[src/rtl/riscv_id_stage.sv]
// RV32IM instruction-decode stage: register file, control decoder
// and immediate generator, all driven from one instruction word.
module riscv_id_stage (
    input  logic        CLK,
    input  logic        RESET,
    input  logic [31:0] INSTRUCTION,
    input  logic [31:0] WB_DATA,
    input  logic [4:0]  WB_ADDRESS,
    input  logic        WB_WRITE,
    output logic [31:0] OUT1,
    output logic [31:0] OUT2,
    output logic [31:0] U_TYPE,
    output logic [31:0] J_TYPE,
    output logic [31:0] I_TYPE,
    output logic [31:0] S_TYPE,
    output logic [31:0] B_TYPE,
    output logic [4:0]  ALUOP,
    output logic [2:0]  MUXIMMTYPE_SELECT,
    output logic        MUXPC_SELECT,
    output logic        MUXIMM_SELECT,
    output logic        MUXJAL_SELECT,
    output logic        MUXDATAMEM_SELECT,
    output logic        WRITE_ENABLE,
    output logic        MEM_READ,
    output logic        MEM_WRITE,
    output logic        BRANCH,
    output logic        JUMP
);

    localparam logic [6:0] OP_R      = 7'b0110011;
    localparam logic [6:0] OP_IALU   = 7'b0010011;
    localparam logic [6:0] OP_LOAD   = 7'b0000011;
    localparam logic [6:0] OP_STORE  = 7'b0100011;
    localparam logic [6:0] OP_BRANCH = 7'b1100011;
    localparam logic [6:0] OP_LUI    = 7'b0110111;
    localparam logic [6:0] OP_AUIPC  = 7'b0010111;
    localparam logic [6:0] OP_JAL    = 7'b1101111;
    localparam logic [6:0] OP_JALR   = 7'b1100111;

    localparam logic [4:0] ALU_ADD = 5'b00000;
    localparam logic [4:0] ALU_SUB = 5'b01000;
    localparam logic [4:0] ALU_FWD = 5'b11111;

    localparam logic [2:0] IMM_I = 3'b000;
    localparam logic [2:0] IMM_S = 3'b001;
    localparam logic [2:0] IMM_B = 3'b010;
    localparam logic [2:0] IMM_U = 3'b011;
    localparam logic [2:0] IMM_J = 3'b100;

    logic [6:0]  opcode;
    logic [2:0]  funct3;
    logic [6:0]  funct7;
    logic [4:0]  rs1;
    logic [4:0]  rs2;
    logic        is_shift_imm;

    logic [31:0] regs_q [32];
    logic [31:0] regs_d [32];

    assign opcode = INSTRUCTION[6:0];
    assign funct3 = INSTRUCTION[14:12];
    assign funct7 = INSTRUCTION[31:25];
    assign rs1    = INSTRUCTION[19:15];
    assign rs2    = INSTRUCTION[24:20];

    assign is_shift_imm = (opcode == OP_IALU) &&
                          ((funct3 == 3'b001) || (funct3 == 3'b101));

    // Next register-file contents: one write port, x0 is never written.
    always_comb begin
        for (int i = 0; i < 32; i++) begin
            regs_d[i] = regs_q[i];
        end
        if (WB_WRITE && (WB_ADDRESS != 5'd0)) begin
            regs_d[WB_ADDRESS] = WB_DATA;
        end
    end

    // Register-file state; reset clears every entry and wins over a write.
    always_ff @(posedge CLK or posedge RESET) begin
        if (RESET) begin
            for (int i = 0; i < 32; i++) begin
                regs_q[i] <= '0;
            end
        end else begin
            for (int i = 0; i < 32; i++) begin
                regs_q[i] <= regs_d[i];
            end
        end
    end

    // Combinational reads with x0 hard-wired to zero, no write bypass.
    always_comb begin
        OUT1 = (rs1 == 5'd0) ? 32'd0 : regs_q[rs1];
        OUT2 = (rs2 == 5'd0) ? 32'd0 : regs_q[rs2];
    end

    // Immediate generation; shift-immediates carry only a 5-bit shamt.
    always_comb begin
        U_TYPE = {INSTRUCTION[31:12], 12'b0};
        if (is_shift_imm) begin
            I_TYPE = {27'b0, INSTRUCTION[24:20]};
        end else begin
            I_TYPE = {{20{INSTRUCTION[31]}}, INSTRUCTION[31:20]};
        end
        S_TYPE = {{20{INSTRUCTION[31]}}, INSTRUCTION[31:25],
                  INSTRUCTION[11:7]};
        B_TYPE = {{19{INSTRUCTION[31]}}, INSTRUCTION[31], INSTRUCTION[7],
                  INSTRUCTION[30:25], INSTRUCTION[11:8], 1'b0};
        J_TYPE = {{11{INSTRUCTION[31]}}, INSTRUCTION[31],
                  INSTRUCTION[19:12], INSTRUCTION[20],
                  INSTRUCTION[30:21], 1'b0};
    end

    // Main control decoder; unknown opcodes fall through as a NOP.
    always_comb begin
        ALUOP             = ALU_ADD;
        MUXIMMTYPE_SELECT = IMM_I;
        MUXPC_SELECT      = 1'b0;
        MUXIMM_SELECT     = 1'b0;
        MUXJAL_SELECT     = 1'b0;
        MUXDATAMEM_SELECT = 1'b0;
        WRITE_ENABLE      = 1'b0;
        MEM_READ          = 1'b0;
        MEM_WRITE         = 1'b0;
        BRANCH            = 1'b0;
        JUMP              = 1'b0;
        case (opcode)
            OP_R: begin
                if (funct7 == 7'b0000001) begin
                    ALUOP = {2'b10, funct3};
                end else begin
                    ALUOP = {1'b0, INSTRUCTION[30], funct3};
                end
                WRITE_ENABLE = 1'b1;
            end
            OP_IALU: begin
                if (funct3 == 3'b101) begin
                    ALUOP = {1'b0, INSTRUCTION[30], funct3};
                end else begin
                    ALUOP = {2'b00, funct3};
                end
                WRITE_ENABLE  = 1'b1;
                MUXIMM_SELECT = 1'b1;
            end
            OP_LOAD: begin
                WRITE_ENABLE      = 1'b1;
                MEM_READ          = 1'b1;
                MUXDATAMEM_SELECT = 1'b1;
                MUXIMM_SELECT     = 1'b1;
            end
            OP_STORE: begin
                MEM_WRITE         = 1'b1;
                MUXIMM_SELECT     = 1'b1;
                MUXIMMTYPE_SELECT = IMM_S;
            end
            OP_BRANCH: begin
                ALUOP             = ALU_SUB;
                BRANCH            = 1'b1;
                MUXIMMTYPE_SELECT = IMM_B;
            end
            OP_LUI: begin
                ALUOP             = ALU_FWD;
                WRITE_ENABLE      = 1'b1;
                MUXIMM_SELECT     = 1'b1;
                MUXIMMTYPE_SELECT = IMM_U;
            end
            OP_AUIPC: begin
                MUXPC_SELECT      = 1'b1;
                WRITE_ENABLE      = 1'b1;
                MUXIMM_SELECT     = 1'b1;
                MUXIMMTYPE_SELECT = IMM_U;
            end
            OP_JAL: begin
                JUMP              = 1'b1;
                MUXJAL_SELECT     = 1'b1;
                WRITE_ENABLE      = 1'b1;
                MUXPC_SELECT      = 1'b1;
                MUXIMM_SELECT     = 1'b1;
                MUXIMMTYPE_SELECT = IMM_J;
            end
            OP_JALR: begin
                JUMP          = 1'b1;
                MUXJAL_SELECT = 1'b1;
                WRITE_ENABLE  = 1'b1;
                MUXIMM_SELECT = 1'b1;
            end
            default: begin
            end
        endcase
    end

endmodule

[config.mk]
export PLATFORM = sky130hd
export DESIGN_NAME = riscv_id_stage
export DESIGN_NICKNAME = d
export VERILOG_FILES = /design/src/rtl/riscv_id_stage.sv
export SDC_FILE = /design/constraint.sdc
export NUM_CORES = 2
export LEC_CHECK = 0
export BUFFER_PORTS_ARGS = -buffer_cell sky130_fd_sc_hd__buf_2
export CORE_MARGIN = 10
export CORE_UTILIZATION = 60
export CTS_BUF_LIST = sky130_fd_sc_hd__clkbuf_8
export DETAILED_ROUTE_END_ITERATION = 8
export PLACE_DENSITY = 0.91
export SLEW_MARGIN = 20
export SYNTH_ARGS = -nofsm -noshare
export SYNTH_HDL_FRONTEND = slang
export SYNTH_SLANG_ARGS = --single-unit
export TNS_END_PERCENT = 1
[constraint.sdc]
create_clock -name CLK -period 34.9 [get_ports CLK]
set_clock_uncertainty 0.1 [all_clocks]
set_input_delay 1.745 -clock CLK [delete_from_list [all_inputs] [get_ports CLK]]
set_output_delay 1.745 -clock CLK [all_outputs]
set_load 0.05 [all_outputs]
Word-level counts from Yosys, hierarchy flattened. Index checks and enable logic that the tools add are counted.

Register bits: 1024. Bits of input ports: 72. Output and inout bits: 241. Logic and storage cells: 86.

Magnitude comparators: 4. Eq/ne operators: 12. Muxes and demuxes: 23. Bitwise gates (word level): 3. Reduce and logical (&&, ||, !) cells: 12.

Operator list (count): $bwmux W1024 (1); $bmux W32 S5 (2); $mux W32 (8); $demux W32 S5 (1); $eq A7 B6 Y1 const B (3); $eq A7 B7 Y1 const B (3); $pmux W5 S4 (1); $ge A6 B6 Y1 const B (3); $not A5 Y6 (3); $eq A7 B5 Y1 const B (2); $reduce_or A7 Y1 (2); $pmux W3 S4 (1); $logic_not A5 Y1 (2); $eq A7 B1 Y1 const B (1); $eq A7 B2 Y1 const B (1); $mux W1 (7); $lt A6 B1 Y1 const B (1); $reduce_or A2 Y1 (3); $mux W5 (1); $reduce_bool A5 Y1 (1); $mux W4 (1); $eq A3 B1 Y1 const B (1); $eq A3 B3 Y1 const B (1); $logic_and A1 B1 Y1 (3); $logic_or A1 B1 Y1 (1).

Longest topological paths before layout.
Depth after elaboration: 6. Gate-level depth with buffers: 10. Mapped depth without buffers: 4.

Worst setup path after synthesis. Ideal clock, no wire load.

Kind: input to output. From: input port INSTRUCTION[15]. To: output port OUT1[30]. Data arrival time: 4.601 ns. Data required time: 33.055 ns. Setup slack: 28.454 ns. Stages on the path: 9. Buffers on the path: 5. Cells stage by stage: buf_6 buf_12 buf_12 buf_12 buf_12 mux2i_1 a22oi_1 a31oi_1 a2111oi_1.

Longest elaborated chain between the ends: 5. Elaborated cells on any way between the ends: 6. Classes of those cells: mux (4); bitwise (1); reduce/logical (1).

RTL lines: start: declaration (RTL line 6) `input logic [31:0] INSTRUCTION,`; $not A5 Y6 (implied by the code) (RTL line 94) `OUT1 = (rs1 == 5'd0) ? 32'd0 : regs_q[rs1];`; $bmux W32 S5 (RTL line 94); $mux W32 (implied by the code) (2 in series) (RTL line 94); $mux W32 (*) (RTL line 94); end: declaration (RTL line 10) `output logic [31:0] OUT1,`.

Every way passes the cells marked *; elsewhere a longest branch is shown, timed or not. The select of a mux whose other input is x is not followed.

Final worst setup path.
From: input port INSTRUCTION[17]. To: output port OUT1[14].

The elaborated chain is that of the path after synthesis.

==> results.sh <==
export IMPL_status="finished clean"
export IMPL_path_clk_slew_ps=60
export IMPL_path_cells="buf_6, buf_4, buf_4, nand3b_1, buf_4, o22ai_1, a2111oi_1, nor3_1, buf_2"
export IMPL_end_kind="primary output"
export IMPL_dpl_hpwl_um=101000
export IMPL_reg2reg_from="regs_q[372]$_DFFE_PP0P_"
export IMPL_post_cts_buffers=0
export IMPL_drive_gt1_share_pct=48.5
export IMPL_yosysSeqAreaShare_pct=45.6
export IMPL_largest_reg_flops=1024
export IMPL_dp_slack_ps=26540
export IMPL_worstMarginPinSlew_ps=1210
export IMPL_cts_tree="yes"
export IMPL_met3_usage_pct=14.6
export IMPL_grt_pass1_wl_um=265000
export IMPL_totalWireLength_um=179000
export IMPL_cpLargestDelayFamily="buffers and inverters"
export IMPL_layout_min_cycle_time_ps=8510
export IMPL_hold_viol=0
export IMPL_via_count=39250
export IMPL_nNetsFinal=3975
export IMPL_ys_warnings_count=0
export IMPL_post_route_period_util_pct=24.4
export IMPL_arrival_ps=6660
export IMPL_syn_to_final_growth_pct=6.93
export IMPL_yosysUniqueCellTypes=51
export IMPL_irDropWorstVdd_uv=41.6
export IMPL_grt_util_all_layers_pct=33.1
export IMPL_first_global_vias=40559
export IMPL_crit_type="in2out"
export IMPL_gp_congestion=0.874
export IMPL_antenna_left=0
export IMPL_hold_class="reg2reg"
export IMPL_clock_sinks=1024
export IMPL_mappedNetlistArea_um2=56200
export IMPL_io_pins=313
export IMPL_worst_path_buf_inv=5
export IMPL_top_regs="regs_q: 1024 flops"
export IMPL_cp_start_kind="input pin"
export IMPL_grtUsageMet1_pct=40.1
export IMPL_cts_hold_fix_buffers=0
export IMPL_power_uw=3400
export IMPL_rsz0062_at_grt="false"
export IMPL_drc=0
export IMPL_slew_headroom_pct=18.9
export IMPL_cp_common_cell="buf_4"
export IMPL_grt_max_degree=183
export IMPL_start_util_pct=60.3
export IMPL_top_register="regs_q"
export IMPL_setup_tns_ps=0
export IMPL_worstPathRequired_ps=33060
export IMPL_final_setup_worst_slack_ps=26390
export IMPL_antenna_found_initial=23
export IMPL_drv_cap=0
export IMPL_clock_path_buffers=3
export IMPL_cts_buffers=159
export IMPL_synthCells=3946
export IMPL_fmax_ghz=0.118
export IMPL_avgSynthCellArea_um2=14.2
export IMPL_grt_overflow=0
export IMPL_die_area_um2=106000
export IMPL_synth_ff_type="dfrtp_1"
export IMPL_wire_per_inst_um=33.9
export IMPL_post_cts_resized=0
export IMPL_final_util_pct=64.5
export IMPL_avgViaCountPerCell=7.44
export IMPL_dr_pass1_iters=5
export IMPL_hold_path_depth=0
export IMPL_cp_max_fo=64
export IMPL_io_buffers=283
export IMPL_synth_edf_count=0
export IMPL_reg2reg_depth=1
export IMPL_power_leakage_uw=0.0269
export IMPL_clock_latency_ps=840
export IMPL_fp_dieW_um=326
export IMPL_synth_seq_cells=1024
export IMPL_fp_coreArea_um2=93000
export IMPL_fin_hold_ws_ps=299
export IMPL_setup_violations=0
export IMPL_power_density_nw_per_um2=56.7
export IMPL_htreeDepth=4
export IMPL_cts_root_buffer="clkbuf_8"
export IMPL_crit_path_start="INSTRUCTION[17]"
export IMPL_grt_busiest_layer="met2"
export IMPL_slowest_delay_ps=950
export IMPL_worst_path_max_delay_cell="nor3_1"
export IMPL_slew_viol_final=0
export IMPL_grt_use_met2_pct=47.6
export IMPL_min_from="regs_q[1015]$_DFFE_PP0P_"
export IMPL_die_y_um=326
export IMPL_drt_iter0_drc=5824
export IMPL_core_rowCount=112
export IMPL_ys_async_sr_fraction_pct=100
export IMPL_crit_cells=9
## area by class of cell
type,count,area (um^2)
antenna,10,25.0
tap,1254,1570
clock inverter,65,333
clock buffer,204,2810
fill,6134,33000
timing repair buffer,372,2170
sequential,1024,25600
multi-input combinational,2342,27500
inverter,4,22.5
## power by group
part / internal [uW] / switching (uW)
Sequential: 1410 / 186
Combinational: 407 / 383
Clock: 534 / 480
Total: 2350 / 1050
## cells by family (layout without fill, tap and decap cells)
group | after synthesis | in the layout | share of synthesized area [%]
muxes | 1715 | 1715 | 41.2
DFF | 1024 | 1024 | 45.6
buffers and inverters | 593 | 645 | 5.92
AOI/OAI and AO/OA | 369 | 369 | 4.91
and+or+nand+nor | 244 | 244 | 2.31
other | 1 | 24 | 0.00668
## metrics by stage
| stage | area (um^2) | std cells |
|---|---|---|
| 6_report | 60000 | 5275 |
| 4_1_cts | 60000 | 5265 |
| 5_1_grt | 60000 | 5269 |
| 2_1_floorplan | 56200 | 3959 |
| 3_5_place_dp | 56900 | 4996 |
| 3_3_place_gp | 56900 | 4996 |
## cells in the final DEF (no fill, tap or decap), types with 15 or more instances in the layout
cell          n
a211oi_1     28
nor2b_1      41
clkbuf_8    204
a21oi_1      46
nor3_1       41
inv_1        49
nand2_1      35
a22o_1       45
dfrtp_1    1024
mux2_1      103
a2111oi_1    42
a22oi_1      95
and2_1       16
o22ai_1      62
mux2_2      925
nor2_4       18
buf_2       277
mux4_2      375
nor4_1       15
mux2i_1     312
nand2_2      16
buf_4        86
## per-layer routing
metal	up-vias	share of wire, %
met1	20073	34
li1	14835	-
met4	24	7.7
met5	-	0.12
met3	940	15
met2	3378	43
## worst paths after layout
path / slack [ps] / endpoint
min: 300 / regs_q[1015]$_DFFE_PP0P_
max reg2reg: 33950 / regs_q[372]$_DFFE_PP0P_
min reg2reg: 300 / regs_q[1015]$_DFFE_PP0P_
max in group asynchronous: 29500 / regs_q[692]$_DFFE_PP0P_
min in group asynchronous: 920 / regs_q[615]$_DFFE_PP0P_
max: 26390 / OUT1[14]
## cell usage after synthesis (12+ instances only)
master     instances  area share (%)
a211oi_1          28            0.37
nor4_1            16            0.18
buf_6             26            0.52
mux4_2           375              15
and2_1            18            0.20
a22o_1            45            0.70
buf_4            192             2.6
a21oi_1           46            0.41
nor3_1            43            0.38
a2111oi_1         41            0.73
nor2_1            29            0.19
a2111oi_0         13            0.20
a22oi_1           95             1.3
mux2_2           925              19
nor2b_1           45            0.50
a31oi_1           12            0.13
mux2i_1          312             5.6
buf_2             65            0.58
clkbuf_1         240             1.6
dfrtp_1         1024              46
nand2_1           51            0.34
o22ai_1           62            0.69
buf_1             59            0.39
mux2_1           103             2.1
nand3_1           13            0.12
Note: power is estimated with default switching activity, not from simulation.
